`src/rtl/pic_cmd_sequencer.sv`:
```
// pic_cmd_sequencer: CPU strobe synchroniser, ICW/OCW command state machine,
// mask/read-select registers, CPU read mux and command FIFO for an 8259-style PIC.
module pic_cmd_sequencer #(
    parameter int         SYNC_STAGES = 2,
    parameter int         FIFO_DEPTH  = 2,
    parameter logic [7:0] RESET_IMR   = 8'h00
) (
    input  logic       clk,
    input  logic       rst_n,
    input  logic       cs_n,
    input  logic       rd_n,
    input  logic       wr_n,
    input  logic       a0,
    input  logic [7:0] cpu_din,
    output logic [7:0] cpu_dout,
    output logic       cpu_doe,
    input  logic [7:0] irr_in,
    input  logic [7:0] isr_in,
    output logic       cmd_valid,
    input  logic       cmd_ready,
    output logic       cmd_type,
    output logic [1:0] cmd_nr,
    output logic [7:0] cmd_data,
    output logic       init_done,
    output logic [7:0] imr,
    output logic [7:0] icw1_q,
    output logic [7:0] icw2_q,
    output logic [7:0] icw3_q,
    output logic [7:0] icw4_q,
    output logic       seq_err,
    output logic       fifo_ovf
);

    localparam int AW = (FIFO_DEPTH > 1) ? $clog2(FIFO_DEPTH) : 1;

    typedef enum logic [2:0] {
        WAIT_ICW1,
        WAIT_ICW2,
        WAIT_ICW3,
        WAIT_ICW4,
        READY
    } state_t;

    // Bus bundle {cs_n, rd_n, wr_n, a0, din}; idle value has all strobes high.
    localparam logic [11:0] BUS_IDLE = 12'hE00;

    logic [11:0] sync_q [SYNC_STAGES];
    logic        wr_prev;
    logic        s_cs_n, s_rd_n, s_wr_n, s_a0;
    logic [7:0]  s_din;
    logic        wr_event;
    logic        is_icw1;

    state_t      state_q, state_d;
    logic        accept;
    logic        err_d;
    logic        push_type;
    logic [1:0]  push_nr;
    logic        ld_icw1, ld_icw2, ld_icw3, ld_icw4, ld_imr, ld_ris;
    logic        ris;

    logic [10:0] fifo_mem [FIFO_DEPTH];
    logic [AW:0] wr_ptr, rd_ptr;
    logic        fifo_empty, fifo_full;
    logic        pop, push_ok, ovf_d;
    logic        doe_d;

    // Delay every CPU-side input through the same chain so they stay aligned.
    always_ff @(posedge clk or negedge rst_n) begin
        if (!rst_n) begin
            for (int i = 0; i < SYNC_STAGES; i++) begin
                sync_q[i] <= BUS_IDLE;
            end
            wr_prev <= 1'b1;
        end else begin
            sync_q[0] <= {cs_n, rd_n, wr_n, a0, cpu_din};
            for (int i = 1; i < SYNC_STAGES; i++) begin
                sync_q[i] <= sync_q[i-1];
            end
            wr_prev <= sync_q[SYNC_STAGES-1][9];
        end
    end

    assign s_cs_n   = sync_q[SYNC_STAGES-1][11];
    assign s_rd_n   = sync_q[SYNC_STAGES-1][10];
    assign s_wr_n   = sync_q[SYNC_STAGES-1][9];
    assign s_a0     = sync_q[SYNC_STAGES-1][8];
    assign s_din    = sync_q[SYNC_STAGES-1][7:0];
    assign wr_event = s_wr_n & ~wr_prev & ~s_cs_n;
    assign is_icw1  = ~s_a0 & s_din[4];

    // Command state register.
    always_ff @(posedge clk or negedge rst_n) begin
        if (!rst_n) begin
            state_q <= WAIT_ICW1;
        end else begin
            state_q <= state_d;
        end
    end

    // Decode each write against the current state: next state, register loads, FIFO entry.
    always_comb begin
        state_d   = state_q;
        accept    = 1'b0;
        err_d     = 1'b0;
        push_type = 1'b0;
        push_nr   = 2'd0;
        ld_icw1   = 1'b0;
        ld_icw2   = 1'b0;
        ld_icw3   = 1'b0;
        ld_icw4   = 1'b0;
        ld_imr    = 1'b0;
        ld_ris    = 1'b0;
        if (wr_event) begin
            if (is_icw1) begin
                accept    = 1'b1;
                push_type = 1'b1;
                push_nr   = 2'd0;
                ld_icw1   = 1'b1;
                state_d   = WAIT_ICW2;
            end else begin
                case (state_q)
                    WAIT_ICW1: err_d = 1'b1;
                    WAIT_ICW2: begin
                        if (s_a0) begin
                            accept    = 1'b1;
                            push_type = 1'b1;
                            push_nr   = 2'd1;
                            ld_icw2   = 1'b1;
                            if (!icw1_q[1])     state_d = WAIT_ICW3;
                            else if (icw1_q[0]) state_d = WAIT_ICW4;
                            else                state_d = READY;
                        end else begin
                            err_d = 1'b1;
                        end
                    end
                    WAIT_ICW3: begin
                        if (s_a0) begin
                            accept    = 1'b1;
                            push_type = 1'b1;
                            push_nr   = 2'd2;
                            ld_icw3   = 1'b1;
                            state_d   = icw1_q[0] ? WAIT_ICW4 : READY;
                        end else begin
                            err_d = 1'b1;
                        end
                    end
                    WAIT_ICW4: begin
                        if (s_a0) begin
                            accept    = 1'b1;
                            push_type = 1'b1;
                            push_nr   = 2'd3;
                            ld_icw4   = 1'b1;
                            state_d   = READY;
                        end else begin
                            err_d = 1'b1;
                        end
                    end
                    READY: begin
                        accept = 1'b1;
                        if (s_a0) begin
                            push_nr = 2'd0;
                            ld_imr  = 1'b1;
                        end else if (!s_din[3]) begin
                            push_nr = 2'd1;
                        end else begin
                            push_nr = 2'd2;
                            ld_ris  = s_din[1];
                        end
                    end
                    default: state_d = WAIT_ICW1;
                endcase
            end
        end
    end

    assign init_done = (state_q == READY);

    // Stored ICWs, mask and read-select; ICW1 restarts the whole initialisation.
    always_ff @(posedge clk or negedge rst_n) begin
        if (!rst_n) begin
            icw1_q <= 8'h00;
            icw2_q <= 8'h00;
            icw3_q <= 8'h00;
            icw4_q <= 8'h00;
            imr    <= RESET_IMR;
            ris    <= 1'b0;
        end else begin
            if (ld_icw1) begin
                icw1_q <= s_din;
                icw3_q <= 8'h00;
                icw4_q <= 8'h00;
                imr    <= RESET_IMR;
                ris    <= 1'b0;
            end
            if (ld_icw2) icw2_q <= s_din;
            if (ld_icw3) icw3_q <= s_din;
            if (ld_icw4) icw4_q <= s_din;
            if (ld_imr)  imr    <= s_din;
            if (ld_ris)  ris    <= s_din[0];
        end
    end

    assign fifo_empty = (wr_ptr == rd_ptr);
    assign fifo_full  = (wr_ptr[AW] != rd_ptr[AW]) && (wr_ptr[AW-1:0] == rd_ptr[AW-1:0]);
    assign pop        = ~fifo_empty & cmd_ready;
    assign push_ok    = accept & (~fifo_full | pop);
    assign ovf_d      = accept & fifo_full & ~pop;

    // FIFO storage; contents need no reset because the pointers define validity.
    always_ff @(posedge clk) begin
        if (push_ok) begin
            fifo_mem[wr_ptr[AW-1:0]] <= {push_type, push_nr, s_din};
        end
    end

    // FIFO pointers plus the one-cycle error and overflow pulses.
    always_ff @(posedge clk or negedge rst_n) begin
        if (!rst_n) begin
            wr_ptr   <= '0;
            rd_ptr   <= '0;
            seq_err  <= 1'b0;
            fifo_ovf <= 1'b0;
        end else begin
            if (push_ok) wr_ptr <= wr_ptr + 1'b1;
            if (pop)     rd_ptr <= rd_ptr + 1'b1;
            seq_err  <= err_d;
            fifo_ovf <= ovf_d;
        end
    end

    assign cmd_valid = ~fifo_empty;
    assign {cmd_type, cmd_nr, cmd_data} = cmd_valid ? fifo_mem[rd_ptr[AW-1:0]] : 11'd0;

    assign doe_d = ~s_cs_n & ~s_rd_n & s_wr_n;

    // Registered CPU read mux: mask on a0=1, otherwise ISR or IRR by read-select.
    always_ff @(posedge clk or negedge rst_n) begin
        if (!rst_n) begin
            cpu_doe  <= 1'b0;
            cpu_dout <= 8'h00;
        end else begin
            cpu_doe <= doe_d;
            if (doe_d) cpu_dout <= s_a0 ? imr : (ris ? isr_in : irr_in);
            else       cpu_dout <= 8'h00;
        end
    end

endmodule
```
`config.mk`:
```
export PLATFORM = sky130hd
export DESIGN_NAME = pic_cmd_sequencer
export DESIGN_NICKNAME = d
export VERILOG_FILES = /design/src/rtl/pic_cmd_sequencer.sv
export SDC_FILE = /design/constraint.sdc
export NUM_CORES = 1
export LEC_CHECK = 0
export CORE_AREA = 3 3 96 98
export DETAILED_ROUTE_END_ITERATION = 6
export DIE_AREA = 0 0 99 101
export GPL_ROUTABILITY_DRIVEN = 0
export PLACE_DENSITY_LB_ADDON = 0.05
export SETUP_SLACK_MARGIN = 0.1
export SYNTH_ARGS = -nofsm -noshare
export SYNTH_HDL_FRONTEND = slang
export SYNTH_SLANG_ARGS = --single-unit
```
`constraint.sdc`:
```
create_clock -name clk -period 6 [get_ports clk]
set_input_delay 1.2 -clock clk [delete_from_list [all_inputs] [get_ports clk]]
set_output_delay 1.2 -clock clk [all_outputs]
set_load 0.005 [all_outputs]
```
## Word-level counts from Yosys, hierarchy flattened

Memory sizes are Yosys's and may differ from the RTL's.
Index checks and enable logic that the tools add are counted.

- Mux-type cells: 57
- Eq/ne operators: 11
- Add/sub/neg operators: 2
- Bitwise logic cells: 17
- Reduce and logical (&&, ||, !) cells: 9

Operators by type and width:

| kind | count |
|---|---|
| $mux W8 | 7 |
| $mux W1 | 33 |
| $mux W3 | 6 |
| $mux W2 | 6 |
| $pmux W3 S4 | 1 |
| $mux W11 | 1 |
| $and A1 B1 Y1 | 9 |
| $ne A3 B3 Y1 const B | 3 |
| $pmux W2 S4 | 1 |
| $reduce_bool A2 Y1 | 4 |
| $not A1 Y1 | 7 |
| $eq A3 B2 Y1 const B | 2 |
| $reduce_and A5 Y1 | 1 |
| $add A2 B1 Y2 const B | 2 |
| $pmux W1 S2 | 2 |
| $eq A3 B1 Y1 const B | 1 |
| $eq A3 B3 Y1 const B | 1 |
| $logic_not A3 Y1 | 1 |
| $reduce_or A3 Y1 | 1 |
| $eq A2 B2 Y1 | 1 |
| $ne A2 B1 Y1 const B | 1 |
| $reduce_or A2 Y1 | 1 |
| $eq A1 B1 Y1 | 1 |
| $logic_and A1 B1 Y1 | 1 |
| 2 further kinds | 2 |

- Logic and storage cells: 113
- Bits in writable memories: 22
- Output and inout port bits: 64
- Register bits after elaboration: 84
- Memories kept: 1
- Bits of input ports: 31

Memory list:

| memory | words | bits a word | read ports | clocked after memory_dff | wr ports | RTL line | RTL |
|---|---|---|---|---|---|---|---|
| fifo_mem | 2 | 11 | 1 | 0 | 1 | 62 | `logic [10:0] fifo_mem [FIFO_DEPTH];` |

## Depth between registers and ports, before layout

Gate-level depths: netlist of run 1.

- Depth after elaboration: 8
- Gate-level depth with buffers: 7
- Gate-level depth less buffers: 5

## Least setup slack after synthesis of run 1

No wires, ideal clock.

- Path type: input to register
- Start point: in cmd_ready
- End point: mem fifo_mem[0][0], enable pin
- Stages on the path: 2
- Path buffers: 0
- Data arrival time: 2.096 ns
- Library setup time: 0.393 ns
- Data required time: 5.607 ns
- Setup slack: 3.511 ns
- Cells stage by stage: o31ai_1 -> nor3_1

- Word-level cells in the longest chain between the ends: 5

Ends and longest elaborated chain:

| element | RTL line | RTL |
|---|---|---|
| start, declared | 20 | `input logic cmd_ready,` |
| $and A1 B1 Y1 | 206 | `assign pop = ~fifo_empty & cmd_ready;` |
| $or A1 B1 Y1 | 207 | `assign push_ok = accept & (~fifo_full \| pop);` |
| $and A1 B1 Y1 | 207 |  |
| $mux W1 | 212 | `if (push_ok) begin` |
| $mux W1 (implied by the code) | 213 | `fifo_mem[wr_ptr[AW-1:0]] <= {push_type, push_nr, s_din};` |
| end, declared | 62 |  |

Every way passes these cells.

## Final worst setup path of run 1

- Start point: reg rd_ptr[0]
- End point: out cmd_data[7]

- Word-level cells in the longest chain between the ends: 2
- Elaborated cells on any way between the ends: 3
- Classes of those cells: eq/ne: 1; mux: 1; memory: 1

Ends and longest elaborated chain:

| element | RTL line | RTL |
|---|---|---|
| start, declared | 63 | `logic [AW:0] wr_ptr, rd_ptr;` |
| start signal, assigned | 226 | `if (pop) rd_ptr <= rd_ptr + 1'b1;` |
| $mem_v2 Z2 W11 / $eq A2 B2 Y1 (equally long branches) | n/a |  |
| $mux W11 * | 233 | `assign {cmd_type, cmd_nr, cmd_data} = cmd_valid ? fifo_mem[rd_ptr[AW-1:0]] : 11'd0;` |
| end, declared | 23 | `output logic [7:0] cmd_data,` |

Mark *: on every way between the ends. The rest lies on a longest branch, timed or not.

==> metrics.md, run 1 <==
| Metric | Value |
|---|---|
| Post-synth top cells | `dfrtp_1 (77), nand2_1 (43), nor2_1 (27)` |
| Peak VDD IR | `176.2 µV` |
| Mapped cell area | `around 4200 µm²` |
| Mapped Cells | `331` |
| Synth area leader | `dfrtp_1` |
| DR WL/cell | `roughly 16 µm` |
| Met3 Wirelength | `350 µm` |
| Comb pwr share | `0.301` |
| Worst Tran Pin Value | `1045 ps` |
| Drt drc | `0` |
| Critical Path RT | `~4800 ps` |
| Core box area | `8551 µm²` |
| Core Rows | `34` |
| Worst Skew | `17.06 ps` |
| Congestion Overflow GR | `0` |
| Pint | `1.423 mW` |
| Final WL | `8591 µm` |
| EDFF count, synth | `22` |
| Clock tree buffer depth | `2` |
| First-pass GRT wire length | `14,100 µm` |
| Tot GR Track Use | `0.1823` |
| Metal1 wirelength | `3924 µm` |
| Clock power share | `0.219` |
| Final Setup Violations | `0` |
| Distinct cells, synth | `45` |
| Die width | `approximately 99 µm` |
| Total power per unit cell area | `371.2 nW/µm²` |
| Number of H-tree levels | `3` |
| DIE HEIGHT | `101 µm` |
| Sw power | `around 0.57 mW` |
| Post-CTS Setup Repair Bufs | `0` |
| Sw frac | `0.2850` |
| Clock-pin transition on the worst setup and hold timing paths | `around 90 ps` |
| Post-route antenna net violation count | `0` |
| Final period utilization | `0.5922` |
| Post-cts resize count | `0` |
| Hold Fails Final Rpt | `0` |
| Yosys warns | `0` |
| Number of global-route vias before repair | `2,720` |
| CP Max Fanout | `15` |
| FF+latch count, synth | `106` |
| Leak | `around 2.2 nW` |
| Post-synthesis area per instance | `12.59 µm²` |
| CTS tree | `yes` |
| Vias per inst | `between 5 and 6` |
| R2R Path Start | `s_wr_n` |
| Met2 wire length | `4235 µm` |
| Max-cap violations | `0` |
| Worst Path Buf+Inv | `1` |
| Nature of the critical path startpoint | `register` |
| Initial core utilization | `0.4873` |
| Peak Freq | `281.4 MHz` |
| Ports | `95` |
| Ys flop type | `dfrtp_1` |
| Cell area after layout | `5361 µm²` |
| Status | `finished, final reports clean` |
| CP delay by family, top | `flip-flops` |
| Number of I/O port buffers | `94` |
| Final Total Pwr | `1.990 mW` |
| Worst skew pair latency | `360 ps` |
| Synth Net Count | `between 300 and 400` |
| Inserted Clock Buffers | `9` |
| Nets@finish | `about 450` |
| Drt first pass iters | `4` |
| WS Path Type | `reg -> out` |
| Slowest CP cell | `dfrtp_1` |
| Slew Limit Fails | `0` |
| Asr flop ratio synth | `0.7925` |
| Max layer used | `met4` |
| Post-DP Area | `5164 µm²` |
| CTS Hold Bufs | `0` |
| Most frequent cell after synthesis | `dfrtp_1` |
| Sequential fraction of design power | `0.480` |
| Cell-by-cell trace of the critical path | `xnor2_1 > and2_1 > nor2_1 > clkdlybuf4s50_1` |
| Area Growth Syn to Fin | `28.68%` |
| Max stage delay on crit path | `830 ps` |
| Sequential share of the synthesized area | `0.6652` |
| Initial antenna violation count | `0` |
| 1st-iter DRT viols | `68` |
| Min-delay src | `sync_q[20]` |
| Critical path arrival | `2350 ps` |
| Final min period | `3553 ps` |
| Die ar. | `roughly 10000 µm²` |
| Layout cells sized above 1 | `0.08685` |
| # clock sinks | `106` |
| ANT cells | `0` |
| Max_slew headroom | `0.3033` |
| Largest net degree at the start of global routing | `85` |
| Via count | `~2,700` |
| Dpl hpwl | `5837 µm` |
| Hold Path Class | `reg -> reg` |
| Unrepaired setup endpoints after global routing | `false` |
| Crit. Startpoint | `rd_ptr[0]` |
| Root Buffer | `clkbuf_8` |
| Synth area leaders | `dfrtp_1 (46%), edfxtp_1 (16%), mux2i_1 (4.6%)` |
| Setup_tns | `0 ps` |
| Top cell type's share of synthesized area | `0.4625` |
| CP Capture Type | `output port` |
## layout make-up
class,count,area [µm²]
clock buffers,12,145.1
clock inverters,4,52.55
fillers,687,3189
inverters,7,31.28
multi-input cells,201,1272
flip-flops and latches,106,2771
well taps,108,135.1
repair buffers,96,953.4
## routing by layer
| metal | GRT usage | vias up |
|---|---|---|
| met4 | 0.04727 | 0 |
| met2 | 0.2955 | 63 |
| met1 | 0.2465 | 1345 |
| met5 | 0 | - |
| li1 | - | 1329 |
| met3 | 0.04775 | 6 |
## cells by family after synthesis
group	count (synthesis)	synth area share
multiplexers	32	0.08078
flip-flops	106	0.6652
XOR/XNOR	7	0.01472
AO/OA/AOI/OAI	61	0.09310
buffers and inverters	24	0.02943
AND/OR/NAND/NOR	101	0.1168
## per-stage QoR
stage | std cells | hold slack (ps) | utilization | setup WS, ps
after floorplan | 331 | 331.2 | - | 3511
after global placement | 518 | 332.4 | 0.6039 | 2823
after detailed placement | 518 | 334.7 | 0.6039 | 2778
after CTS | 534 | 359.1 | 0.6270 | 2371
after global routing | 534 | 365.2 | 0.6270 | 2188
final | 534 | 351.9 | 0.6270 | 2447
## path summary, 6_finish.rpt
| kind | endpoint | slack (ps) | cells after the start |
|---|---|---|---|
| setup / recovery | cmd_data[7] | 2450 | 4 |
| hold / removal | s_a0 | 350 | 0 |
| setup reg to reg | icw1_q[7] | 3400 | 3 |
| hold reg to reg | s_a0 | 350 | 0 |
| max in group asynchronous | icw4_q[3] | 4320 | 1 |
| min in group asynchronous | icw2_q[6] | 1000 | 1 |
## power by group through the flow
stage          combinational, mW  clock [mW]  sequential, mW
6_report                   0.599       0.435           0.956
5_1_grt                    0.664       0.474           0.975
4_1_cts                    0.611       0.447           0.958
3_5_place_dp               0.608           0           0.972
3_3_place_gp               0.600           0           0.967
2_1_floorplan              0.322           0           0.925
## flip-flops by register name, summed over array words and instances, names as in the netlist
| signal | flops |
|---|---|
| cpu_doe | 1 |
| cpu_dout | 8 |
| fifo_mem | 22 |
| fifo_ovf | 1 |
| icw1_q | 8 |
| icw2_q | 8 |
| icw3_q | 8 |
| icw4_q | 8 |
| imr | 8 |
| rd_ptr | 2 |
| ris | 1 |
| s_a0 | 1 |
| s_cs_n | 1 |
| s_din | 8 |
| s_rd_n | 1 |
| s_wr_n | 1 |
| seq_err | 1 |
| state_q | 3 |
| sync_q | 12 |
| wr_prev | 1 |
| wr_ptr | 2 |
## worst register-to-register path, delay by kind of cell (launching register included)
family | cells | cell delay [ps]
DFF | 1 | 560
muxes | 1 | 570
and+or+nand+nor | 2 | 1370
## layout by cell type, fill, tap and decap left out, types with 2 or more instances in the layout
cell             instances
a211oi_1                 3
a21oi_1                 13
a22o_1                  15
buf_4                    3
clkbuf_1                 2
clkbuf_8                10
clkdlybuf4s50_1         93
clkinv_4                 3
dfrtp_1                 77
dfstp_2                  7
edfxtp_1                22
inv_1                    5
mux2_1                   9
mux2_2                   4
mux2i_1                 19
nand2_1                 43
nand2b_1                 3
nand3b_1                 2
nor2_1                  27
nor2b_1                  6
nor3_1                   4
o21ai_0                  5
o21ai_1                 20
or3_1                    2
or3b_1                   3
xnor2_1                  4
xor2_1                   3
Power figures use the tool's default switching activity.
==> inputs of run 2 (changes only) <==
==> constraint.sdc (replaced) <==
create_clock -name clk -period 3.55 [get_ports clk]
set_input_delay 0.71 -clock clk [delete_from_list [all_inputs] [get_ports clk]]
set_output_delay 0.71 -clock clk [all_outputs]
set_load 0.005 [all_outputs]
==> run 2 against run 1 <==
Routed wire length grew 3.6%; flip-flop and latch count is the same; global-route usage grew 1.0 points; via count grew 1.1%; count of clock-buffer cells in the layout shrank 1; core utilization grew 0.91 points; total power grew 78%; critical path depth shrank 1; clock power grew 110%; hold slack gained 1.0 ps; first-iteration DRC count grew 63%.
==> metrics.md, run 2 (synthesis results as in run 1) <==
| Metric | Value |
|---|---|
| Commonest non-fill, non-tap cell in the layout | `clkdlybuf4s50_1` |
| Clock-pin transition on the worst setup and hold timing paths | `90 ps` |
| Hold Path Class | `reg -> reg` |
| Worst skew pair latency | `350 ps` |
| Final Util | `0.6361` |
| DIE HEIGHT | `approximately 100 µm` |
| CTS Hold Bufs | `0` |
| Largest register FFs | `22` |
| Cells after DPL | `between 500 and 600` |
| CP Capture Type | `output port` |
| Number of global-route vias before repair | `about 2,900` |
| Cell area after layout | `5439 µm²` |
| Final min period | `2786 ps` |
| Ports | `95` |
| ANT cells | `0` |
| WS Path Type | `reg -> out` |
| Final period utilization | `0.7848` |
| Root Buffer | `clkbuf_8` |
| Hold WS | `352.9 ps` |
| Slew Limit Fails | `0` |
| Die ar. | `approximately 10000 µm²` |
| Core Rows | `34` |
| Number of H-tree levels | `3` |
| Inserted Clock Buffers | `9` |
| Post-cts resize count | `0` |
| Post-DP Area | `5186 µm²` |
| Max-cap violations | `0` |
| Die width | `99 µm` |
| Final Setup Violations | `0` |
| Drt first pass iters | `4` |
| Initial core utilization | `0.4873` |
| Hold Fails Final Rpt | `0` |
| Most frequent cells in the layout | `clkdlybuf4s50_1 (93), dfrtp_1 (77), nand2_1 (43)` |
| Critical path arrival | `2080 ps` |
| Final Total Pwr | `3.550 mW` |
| Worst Skew | `10.08 ps` |
| Dpl hpwl | `6114 µm` |
| Nature of the critical path startpoint | `register` |
| Number of I/O port buffers | `94` |
| Critical Path RT | `2840 ps` |
| Unrepaired setup endpoints after global routing | `false` |
| Drt drc | `0` |
| Vias per inst | `5.162` |
| Via count | `~2,800` |
| Area Growth Syn to Fin | `30.54%` |
| Status | `finished, final reports clean` |
| Core box area | `8551 µm²` |
| Worst Tran Pin Value | `roughly 1000 ps` |
| Final non-filler cell total | `around 540` |
| CTS tree | `yes` |
| Post-route antenna net violation count | `0` |
| Setup_tns | `0 ps` |
| Initial antenna violation count | `0` |
| Nets@finish | `455` |
| Leak | `2.225 nW` |
| # clock sinks | `roughly 110` |
| Peak Freq | `358.9 MHz` |
| Peak VDD IR | `281.8 µV` |
| Post-CTS Setup Repair Bufs | `0` |
| First-pass GRT wire length | `14,840 µm` |
| 1st-iter DRT viols | `111` |
| DR WL/cell | `16.57 µm` |
| Clock tree buffer depth | `2` |
| CP Max Fanout | `10` |
| Max_slew headroom | `0.3035` |
| Setup WS post-layout | `764.1 ps` |
| Layout cells sized above 1 | `0.09557` |
| Tot GR Track Use | `0.1923` |
| Total power per unit cell area | `652.6 nW/µm²` |
| Final WL | `8897 µm` |
| Worst slack, placed | `1116 ps` |
| Largest net degree at the start of global routing | `85` |
| Congestion Overflow GR | `0` |
## run 2: worst paths after layout
kind                            startpoint        endpoint  slack (ps)  cells after the start
worst max-delay path            state_q[0]       init_done         760                      3
worst min-delay path            sync_q[20]            s_a0         350                      0
worst max register to register  state_q[0]  fifo_mem[1][4]        1280                      4
worst min register to register  sync_q[20]            s_a0         350                      0
max in group asynchronous            rst_n        s_din[0]        2350                      1
min in group asynchronous            rst_n       icw2_q[6]         500                      1
## run 2: layout make-up
type                            instances  area, µm²
Fill cell                             701       3112
Sequential cell                       106       2771
Multi-Input combinational cell        201       1272
Timing Repair Buffer                   99      975.9
Clock buffer                           11      152.6
Tap cell                              108      135.1
Clock inverter                          5      100.1
Inverter                                7      31.28
## run 2: routing by layer
| layer | up-vias | global-route usage | part of all wire |
|---|---|---|---|
| met5 | - | 0 | 0 |
| met4 | 0 | 0.05147 | 0.015 |
| met3 | 17 | 0.04291 | 0.042 |
| met2 | 68 | 0.3110 | 0.50 |
| met1 | 1359 | 0.2649 | 0.45 |
| li1 | 1328 | - | - |
## run 2: worst max-delay path, stage by stage, from the launching register on
cell and delay [ps]:
dfrtp_1 470, or3b_1 610, clkinv_4 130, clkdlybuf4s50_1 520
## run 2: where the power goes
group	leakage (nW)	switching [mW]	total (mW)	internal, mW
registers	1.23	0.151	1.58	1.43
logic	0.866	0.434	1.07	0.638
clock network	0.128	0.390	0.899	0.509
==> inputs of run 3 (changes only) <==
==> constraint.sdc (replaced) <==
create_clock -name clk -period 2.72 [get_ports clk]
set_input_delay 0.544 -clock clk [delete_from_list [all_inputs] [get_ports clk]]
set_output_delay 0.544 -clock clk [all_outputs]
set_load 0.005 [all_outputs]
==> run 3 against run 2 <==
Non-clock buffer count is 1 higher; register-to-register slack worse by 690 ps; cell area is 0.18% lower; flip-flop and latch count stayed put; sequential share of layout area is 0.094 points higher; clock skew is 2.3 ps higher; largest power group unchanged.
==> metrics.md, run 3 (synthesis results as in run 1) <==
| Metric | Value |
|---|---|
| Critical path depth | `3` |
| DIE HEIGHT | `around 100 µm` |
| Worst Path Buf+Inv | `2` |
| Final period utilization | `0.9210` |
| # clock sinks | `between 100 and 150` |
| Core Rows | `34` |
| Max_slew headroom | `0.5706` |
| Post-route antenna net violation count | `0` |
| CP Max Fanout | `10` |
| Peak VDD IR | `440.3 µV` |
| Final Setup Violations | `0` |
| FF-to-FF End | `fifo_mem[1][9]` |
| Worst Tran Pin Value | `641.2 ps` |
| Cells on worst reg2reg path | `4` |
| Cells after DPL | `522` |
| Nature of the critical path startpoint | `register` |
| Slew Limit Fails | `0` |
| Critical path arrival | `around 2000 ps` |
| Setup_tns | `0 ps` |
| Leak | `2.206 nW` |
| CP delay by family, top | `buffers and inverters` |
| Peak Freq | `399.2 MHz` |
| Cell area after layout | `about 5400 µm²` |
| Layout cells sized above 1 | `0.1023` |
| Status | `finished, final reports clean` |
| WS Path Type | `reg -> out` |
| Post-CTS Setup Repair Bufs | `0` |
| Dpl hpwl | `around 6100 µm` |
| Number of global-route vias before repair | `between 2,000 and 3,000` |
| Number of H-tree levels | `3` |
| Largest register FFs | `22` |
| Sequential fraction of design power | `0.456` |
| ANT cells | `0` |
| R2r setup slk | `590 ps` |
| CTS tree | `yes` |
| 1st-iter DRT viols | `130` |
| Clock tree buffer depth | `2` |
| Sw frac | `0.2863` |
| Largest net degree at the start of global routing | `72` |
| Die ar. | `9999 µm²` |
| CP Capture Type | `output port` |
| Via count | `roughly 2,800` |
| R2R Path Start | `state_q[2]` |
| Commonest non-fill, non-tap cell in the layout | `clkdlybuf4s50_1` |
| Fill count | `between 600 and 700` |
| Tot GR Track Use | `0.1894` |
| Comb pwr share | `0.311` |
| Area Growth Syn to Fin | `30.30%` |
| Hold Fails Final Rpt | `0` |
| Hold Path Class | `in -> async` |
| Slowest CP cell | `clkdlybuf4s50_1` |
| Critical Path RT | `2180 ps` |
| Vias per inst | `~5.2` |
| Root Buffer | `clkbuf_8` |
| Drt drc | `0` |
| Unrepaired setup endpoints after global routing | `false` |
| CP endpoint | `init_done` |
| Worst skew pair latency | `360 ps` |
| Multi-input gate area in the final layout | `1276 µm²` |
| Ports | `between 90 and 100` |
| Worst Skew | `12.38 ps` |
| Drt first pass iters | `4` |
| Crit. Startpoint | `state_q[2]` |
| Core box area | `8551 µm²` |
| Initial core utilization | `0.4873` |
| Pint | `about 3.2 mW` |
| Total power per unit cell area | `832.8 nW/µm²` |
| Clock power share | `0.232` |
| CTS Hold Bufs | `0` |
| Inserted Clock Buffers | `9` |
| DR WL/cell | `16.65 µm` |
| Number of I/O port buffers | `94` |
| Final WL | `8957 µm` |
| Post-DP Area | `5206 µm²` |
| Clock-pin transition on the worst setup and hold timing paths | `100 ps` |
| Max stage delay on crit path | `~520 ps` |
| Final min period | `between 2000 and 3000 ps` |
| First-pass GRT wire length | `14,550 µm` |
| Sw power | `1.294 mW` |
| Die width | `just under 100 µm` |
| Cell-by-cell trace of the critical path | `or3b_4 > clkinv_4 > clkdlybuf4s50_1` |
| Post-cts resize count | `2` |
| Final non-filler cell total | `538` |
| FF/Latch Area | `2771 µm²` |
| Max-cap violations | `0` |
| Most frequent cells in the layout | `clkdlybuf4s50_1 (93), dfrtp_1 (77), nand2_1 (43)` |
| Final Util | `0.6349` |
| Nets@finish | `456` |
| Initial antenna violation count | `0` |
| Congestion Overflow GR | `0` |
-- run 3: how the worst min path moves through the flow --
stage	startpoint	cells past startpoint	endpoint
2_1_floorplan	rst_n	0	cpu_doe
3_3_place_gp	sync_q[18]	0	s_din[6]
3_5_place_dp	sync_q[12]	0	s_din[0]
4_1_cts	rst_n	1	icw2_q[6]
5_1_grt	rst_n	1	icw2_q[6]
6_report	rst_n	1	icw2_q[6]
-- run 3: metrics by stage --
stage	total power [mW]	setup WS, ps	hold WS (ps)
4_1_cts	4.571	210.7	13.47
5_1_grt	4.796	136.3	2.414
2_1_floorplan	2.749	395.8	248.4
3_5_place_dp	3.515	456.7	334.7
3_3_place_gp	3.475	498.9	332.5
6_report	4.521	214.9	15.80
-- run 3: power groups by stage --
| stage | Clock (mW) | Sequential, mW | Combinational, mW |
|---|---|---|---|
| finish | 1.05 | 2.06 | 1.41 |
| global route | 1.14 | 2.10 | 1.55 |
| CTS | 1.07 | 2.06 | 1.44 |
| detailed placement | 0 | 2.09 | 1.42 |
| global placement | 0 | 2.08 | 1.39 |
| floorplan | 0 | 2.04 | 0.710 |
-- run 3: layout make-up --
class,instances,area share
clock buffers,10,0.02351
clock inverters,6,0.01682
inverters,7,0.005762
multi-input cells,201,0.2351
flip-flops and latches,106,0.5105
well taps,108,0.02489
repair buffers,100,0.1835
-- run 3: per-layer routing --
layer | up-vias | global-route usage | share of wire
li1 | 1324 | - | -
met1 | 1393 | 0.2641 | 0.45
met2 | 59 | 0.2996 | 0.50
met3 | 5 | 0.04152 | 0.040
met4 | 0 | 0.05777 | 0.0096
met5 | - | 0 | 0
